**src/rtl/puf_eval_scheduler.sv**
```systemverilog
// puf_eval_scheduler: round-robin share of the DD/XOR PUF controller pair between two
// requesters; launches one evaluation at a time and holds its result until acknowledged.
module puf_eval_scheduler #(
  parameter int               TMO_W   = 20,
  parameter logic [TMO_W-1:0] TMO_CYC = TMO_W'(1000000)
) (
  input  logic         CLK,
  input  logic         RESET,
  input  logic         REQ_A,
  input  logic         SEL_A,
  input  logic [7:0]   CODE_A,
  input  logic [15:0]  CNT_A,
  input  logic         REQ_B,
  input  logic         SEL_B,
  input  logic [7:0]   CODE_B,
  input  logic [15:0]  CNT_B,
  output logic         GNT_A,
  output logic         GNT_B,
  output logic [7:0]   CODE_OUT,
  output logic [15:0]  CNT_VAL,
  output logic         START_DD,
  output logic         START_XOR,
  input  logic         DONE_DD,
  input  logic         DONE_XOR,
  input  logic [127:0] PUF_DD,
  input  logic [127:0] PUF_XOR,
  output logic [127:0] RESULT,
  output logic         RESULT_VALID,
  output logic         RESULT_ID,
  output logic         RESULT_TMO,
  input  logic         RESULT_ACK,
  output logic         BUSY
);

  typedef enum logic [1:0] {IDLE, LAUNCH, WAIT, HOLD} state_t;

  state_t             state_q, state_d;
  logic               ptr_q, ptr_d;
  logic               sel_q, sel_d;
  logic               id_q, id_d;
  logic [7:0]         code_q, code_d;
  logic [15:0]        cnt_q, cnt_d;
  logic               gnt_a_q, gnt_a_d;
  logic               gnt_b_q, gnt_b_d;
  logic               start_dd_q, start_dd_d;
  logic               start_xor_q, start_xor_d;
  logic [TMO_W-1:0]   tmo_cnt_q, tmo_cnt_d;
  logic               done_dd_q, done_dd_d;
  logic               done_xor_q, done_xor_d;
  logic [127:0]       result_q, result_d;
  logic               res_valid_q, res_valid_d;
  logic               res_id_q, res_id_d;
  logic               res_tmo_q, res_tmo_d;
  logic               win;
  logic               edge_det;

  always_comb begin
    state_d     = state_q;
    ptr_d       = ptr_q;
    sel_d       = sel_q;
    id_d        = id_q;
    code_d      = code_q;
    cnt_d       = cnt_q;
    gnt_a_d     = 1'b0;
    gnt_b_d     = 1'b0;
    start_dd_d  = 1'b0;
    start_xor_d = 1'b0;
    tmo_cnt_d   = tmo_cnt_q;
    done_dd_d   = done_dd_q;
    done_xor_d  = done_xor_q;
    result_d    = result_q;
    res_valid_d = res_valid_q;
    res_id_d    = res_id_q;
    res_tmo_d   = res_tmo_q;
    win         = 1'b0;
    // Only a rising edge of the selected DONE counts, so a level left over from an earlier run is ignored.
    edge_det    = sel_q ? (DONE_XOR & ~done_xor_q) : (DONE_DD & ~done_dd_q);

    case (state_q)
      IDLE: begin
        if (REQ_A || REQ_B) begin
          win         = (REQ_A && REQ_B) ? ptr_q : ~REQ_A;
          id_d        = win;
          sel_d       = win ? SEL_B : SEL_A;
          code_d      = win ? CODE_B : CODE_A;
          cnt_d       = win ? CNT_B : CNT_A;
          gnt_a_d     = ~win;
          gnt_b_d     = win;
          start_dd_d  = ~(win ? SEL_B : SEL_A);
          start_xor_d = win ? SEL_B : SEL_A;
          state_d     = LAUNCH;
        end
      end
      LAUNCH: begin
        tmo_cnt_d  = '0;
        done_dd_d  = DONE_DD;
        done_xor_d = DONE_XOR;
        state_d    = WAIT;
      end
      WAIT: begin
        done_dd_d  = DONE_DD;
        done_xor_d = DONE_XOR;
        if (tmo_cnt_q != '1) begin
          tmo_cnt_d = tmo_cnt_q + 1'b1;
        end
        if (edge_det) begin
          result_d    = sel_q ? PUF_XOR : PUF_DD;
          res_tmo_d   = 1'b0;
          res_valid_d = 1'b1;
          res_id_d    = id_q;
          state_d     = HOLD;
        end else if (tmo_cnt_q >= TMO_CYC - 1'b1) begin
          result_d    = '0;
          res_tmo_d   = 1'b1;
          res_valid_d = 1'b1;
          res_id_d    = id_q;
          state_d     = HOLD;
        end
      end
      HOLD: begin
        if (RESULT_ACK) begin
          res_valid_d = 1'b0;
          ptr_d       = ~id_q;
          state_d     = IDLE;
        end
      end
      default: state_d = IDLE;
    endcase
  end

  always_ff @(posedge CLK or negedge RESET) begin
    if (!RESET) begin
      state_q     <= IDLE;
      ptr_q       <= 1'b0;
      sel_q       <= 1'b0;
      id_q        <= 1'b0;
      code_q      <= '0;
      cnt_q       <= '0;
      gnt_a_q     <= 1'b0;
      gnt_b_q     <= 1'b0;
      start_dd_q  <= 1'b0;
      start_xor_q <= 1'b0;
      tmo_cnt_q   <= '0;
      done_dd_q   <= 1'b0;
      done_xor_q  <= 1'b0;
      result_q    <= '0;
      res_valid_q <= 1'b0;
      res_id_q    <= 1'b0;
      res_tmo_q   <= 1'b0;
    end else begin
      state_q     <= state_d;
      ptr_q       <= ptr_d;
      sel_q       <= sel_d;
      id_q        <= id_d;
      code_q      <= code_d;
      cnt_q       <= cnt_d;
      gnt_a_q     <= gnt_a_d;
      gnt_b_q     <= gnt_b_d;
      start_dd_q  <= start_dd_d;
      start_xor_q <= start_xor_d;
      tmo_cnt_q   <= tmo_cnt_d;
      done_dd_q   <= done_dd_d;
      done_xor_q  <= done_xor_d;
      result_q    <= result_d;
      res_valid_q <= res_valid_d;
      res_id_q    <= res_id_d;
      res_tmo_q   <= res_tmo_d;
    end
  end

  assign GNT_A        = gnt_a_q;
  assign GNT_B        = gnt_b_q;
  assign CODE_OUT     = code_q;
  assign CNT_VAL      = cnt_q;
  assign START_DD     = start_dd_q;
  assign START_XOR    = start_xor_q;
  assign RESULT       = result_q;
  assign RESULT_VALID = res_valid_q;
  assign RESULT_ID    = res_id_q;
  assign RESULT_TMO   = res_tmo_q;
  assign BUSY         = (state_q != IDLE);

endmodule

```
**config.mk**
```make
export PLATFORM = sky130hd
export DESIGN_NAME = puf_eval_scheduler
export DESIGN_NICKNAME = d
export VERILOG_FILES = /design/src/rtl/puf_eval_scheduler.sv
export SDC_FILE = /design/constraint.sdc
export NUM_CORES = 1
export LEC_CHECK = 0
export CORE_AREA = 2 2 183 185
export CTS_BUF_LIST = sky130_fd_sc_hd__clkbuf_8
export DETAILED_ROUTE_END_ITERATION = 6
export DIE_AREA = 0 0 185 187
export GPL_ROUTABILITY_DRIVEN = 0
export PLACE_DENSITY_LB_ADDON = 0.15
export SLEW_MARGIN = 25
export SYNTH_ARGS = -nofsm -noshare
export SYNTH_HDL_FRONTEND = slang
export SYNTH_SLANG_ARGS = --single-unit
```
**constraint.sdc**
```tcl
create_clock -name CLK -period 2.22 [get_ports CLK]
set_input_delay 0.222 -clock CLK [delete_from_list [all_inputs] [get_ports CLK]]
set_output_delay 0.222 -clock CLK [all_outputs]
set_load 0.01 [all_outputs]
```
## After elaboration in Yosys (flattened, before gate mapping)

Index checks and enable logic that the tools add are counted.

| storage, ports and cells | value |
|---|---|
| output and inout bits | 160 |
| register bits | 186 |
| input port bits | 313 |
| logic and storage cells | 79 |

| cells by class | value |
|---|---|
| mux-type cells | 30 |
| add/subtract/negate cells | 1 |
| bitwise operators | 8 |
| reductions and logical operators | 14 |
| equal/unequal tests | 8 |
| order comparisons | 1 |

Operators with widths:

| cell | count |
|---|---|
| $mux 128 | 3 |
| $pmux 20 s2 | 1 |
| $add 20x1->20 const B | 1 |
| $ge 20x20->1 const B | 1 |
| $mux 20 | 1 |
| $ne 20x20->1 const B | 1 |
| $mux 1 | 17 |
| $mux 16 | 1 |
| $mux 2 | 4 |
| $mux 8 | 1 |
| $pmux 2 s4 | 1 |
| $reduce_and 2->1 | 4 |
| $reduce_bool 2->1 | 4 |
| $ne 2x2->1 const B | 3 |
| $not 1->1 | 6 |
| $reduce_and 3->1 | 2 |
| $eq 2x2->1 const B | 2 |
| $ne 3x3->1 const B | 1 |
| $and 1x1->1 | 2 |
| $eq 2x1->1 const B | 1 |
| $logic_not 2->1 | 1 |
| $pmux 1 s2 | 1 |
| $reduce_or 2->1 | 1 |
| $logic_and 1x1->1 | 1 |
| $logic_or 1x1->1 | 1 |

## Logic depth before layout (Yosys ltp)

| depth | value |
|---|---|
| depth in word-level cells | 6 |
| depth in mapped cells | 8 |
| depth with buffers taken out | 6 |

## Least setup slack after synthesis

Ideal clock, no wire load.

| path | value |
|---|---|
| path kind | reg2reg |
| from | reg tmo_cnt_q[15] |
| to | reg result_q[32], in the netlist RESULT[32] |
| data arrival time | 1615 ps |
| period minus slack after synthesis | 1747 ps |
| library setup time | 132 ps |
| buffers on the path | 2 |
| data required time | 2088 ps |
| slack | 473 ps |
| cell stages (with the launch flop) | 8 |
| path through | dfrtp_1 nor4b_1 nand2_1 a311oi_2 o21ai_2 buf_6 buf_4 o2bb2ai_1 |

| between the ends | value |
|---|---|
| word-level cells in the longest chain between the ends | 3 |

RTL lines:

| item | RTL line | RTL |
|---|---|---|
| start, declared | 47 | `logic [TMO_W-1:0] tmo_cnt_q, tmo_cnt_d;` |
| start signal, assigned | 161 | `tmo_cnt_q <= tmo_cnt_d;` |
| $ge 20x20->1 | 112 | `end else if (tmo_cnt_q >= TMO_CYC - 1'b1) begin` |
| $reduce_bool 2->1 (no line) | -- |  |
| $reduce_and 2->1 (no line) | -- |  |
| end signal, assigned | 164 | `result_q <= result_d;` |
| end, declared | 50 | `logic [127:0] result_q, result_d;` |

Every way passes these cells.
A chain may end at the register's enable or synchronous reset.

## Final worst setup path

| path | value |
|---|---|
| from | reg tmo_cnt_q[13] |
| to | reg result_q[26], in the netlist RESULT[26] |

The elaborated chain is that of the path after synthesis.

==> flow_summary.ini <==
[run_status]
status = finished, final reports clean

[power_and_ir_drop]
p_per_area_nw_per_um2 = 1145
irDropWorstVdd_mv = 0.8418
leakagePower_uw = 0.006272

[global_route]
grt_usage_pct = 18.10
grt.overflow.total = 0
antenna_found_initial = 1
grt_pass1_vias = 7968
grt_pass1_wl_mm = 47.41
grt_start_max_net_pins = 76

[synthesis]
synth_top_cell_by_area = dfrtp_1
async_reset_ff_share_pct = 100.0
ys.flop_type = dfrtp_1
synth_top_area_share_pct = 53.19
yosysUniqueCellTypes = 45
synth_cells = 715
seq_area_frac_synth_pct = 53.19
ys_seq_elements = 186
synth_nets = 1033
synth_area_um2 = 8751
synth_edf_count = 0
yosys_warnings = 0
synthTopCellsByArea = dfrtp_1 53%, mux2i_1 18%, o2bb2ai_1 13%, nand2_1 2.3%, o21ai_0 1.7%
synth_area_per_cell_um2 = 12.24

[place]
placed_area_um2 = 14090
port_buffers = 472
place_hpwl_mm = 24.29
pre_cts_ws_ns = 0.1666

[finish]
synthToLayoutAreaGrowth_pct = 65.67
layout_commonest_cell = clkdlybuf4s50_1
num-nets-final = 1496
layout-drive-gt1-share_pct = 6.129
finalInstanceArea_um2 = 14500
final_util_pct = 44.12
layout_common_cells = 471 x clkdlybuf4s50_1, 185 x dfrtp_1, 160 x mux2i_1

[routing]
drc = 0
wl_met2_mm = 15.83
ant_nets = 0
routed_via_density = 4.614
drtIter0Drc = 283
top_layer = met4
drt-met1-wl_mm = 12.59
wl_met3_mm = 2.702
dr.pass1.iters = 4
vias = 7567
wl_per_cell_um = 19.44
wirelength_mm = 31.89

[timing]
report.final.slew_viol_count = 0
finalSetupTns_ns = 0
hold_violations = 0
fmax_ghz = 0.4855
fin_skew_ns = 0.02758
period_minus_slack_ns = 2.060
setup_violations = 0
rsz0062_at_grt = no
tightestPinTransition_ns = 0.5795
period_share_pct = 92.78
postLayoutSetupSlackWorst_ns = 0.1602
relSlewSlack_pct = 60.96

[worst_setup_path]
arrival_ns = 2.40
startpoint_type = flip-flop
path_class = flip-flop to flip-flop
cp-end-kind = flip-flop
cp.required_ns = 2.56
r2r_cells = 6
cp_max_fo = 61

[clock_network]
clk_path_buf_depth = 2
cts_tree = built
clk_latency_ns = 0.47
cts_made_buffers = 17
cts_htree_levels = 4
cts_root_buf = clkbuf_8
clock_sinks = 186
clkTransAtPathRegs_ns = 0.12

[floorplan]
initial_core_util_pct = 26.63
floorplan.rows = 67
dieWidth_um = 185
core_um2 = 32860
fp.dieH_um = 187
pin_count = 473
die-area_um2 = 34600

[run]
drv_cap = 0

[min_path]
hp-class = input pin to async pin
[metal layers]
layer  GRT usage, %  vias to the layer above
met3          5.315                       28
met5              0                        -
met4          5.952                        0
li1               -                     3603
met1          20.59                     3629
met2          32.22                      307
[worst paths after layout]
path | start | to | slack [ns]
worst max-delay path | tmo_cnt_q[13] | RESULT[26] | 0.16
worst min-delay path | RESET | RESULT[54] | 0.30
worst max register to register | tmo_cnt_q[13] | RESULT[26] | 0.16
worst min register to register | CNT_VAL[10] | CNT_VAL[10] | 0.49
max in group asynchronous | RESET | RESULT[36] | 1.27
min in group CLK | PUF_DD[39] | RESULT[39] | 0.37
[cell families after synthesis]
| family | synth area share (%) |
|---|---|
| simple gates | 5.948 |
| flops | 53.19 |
| buf+inv | 3.789 |
| mux | 18.82 |
| compound gates | 16.84 |
| fa+ha+maj | 0.7149 |
| xor+xnor | 0.7006 |
[worst max-delay path: stages (launching register included)]
cell and delay, ns:
dfrtp_1 0.45, nor4b_1 0.31, nand2_1 0.13, a311oi_2 0.39
o21ai_4 0.17, buf_12 0.23, o2bb2ai_1 0.18
[through the flow]
step,total power (µW),std cells,hold slack [ns]
5_1_grt,17680,1640,0.2946
3_3_place_gp,14440,1605,0.2442
2_1_floorplan,9746,715,-0.07359
3_5_place_dp,14500,1605,0.2415
6_report,16610,1640,0.2962
4_1_cts,16900,1638,0.2782
[timing repair]
item                       CTS  global route
gates resized for setup      0             1
setup endpoints to repair    0             1
hold endpoints to repair    47             0
hold buffers                 1             0
setup buffers                0             1
[area by class of cell]
cell class	count	area (µm²)
Sequential cell	186	4658
Inverter	8	30.03
Clock inverter	14	135.1
Multi-Input combinational cell	466	3805
Fill cell	3114	18360
Tap cell	448	560.5
Clock buffer	18	247.7
Antenna cell	1	2.502
Timing Repair Buffer	499	5059
[registers in the layout, summed over array words and instances (netlist names)]
name          count
done_xor_q        1
ptr_q             1
RESULT_VALID      1
id_q              1
GNT_A             1
sel_q             1
RESULT_TMO        1
RESULT_ID         1
CNT_VAL          16
START_DD          1
CODE_OUT          8
RESULT          128
START_XOR         1
state_q           2
tmo_cnt_q        20
done_dd_q         1
GNT_B             1
[synthesized netlist by cell type, drive strengths merged (6+ instances only)]
library cell	count
buf	20
clkbuf	35
dfrtp	186
inv	7
mux2i	160
nand2	54
nand3	7
nand4	8
nor2	8
nor3	7
o21ai	32
o22ai	6
o2bb2ai	128
xnor2	7
[where the power goes]
group / total, µW / internal (µW) / leakage, µW / switching [µW]
sequential: 5630 / 4800 / 0.00236 / 822
clock: 2310 / 944 / 0.000189 / 1360
combinational: 8670 / 4750 / 0.00373 / 3920
total: 16600 / 10500 / 0.00627 / 6110
No activity file was read; power rests on OpenSTA's default activity.
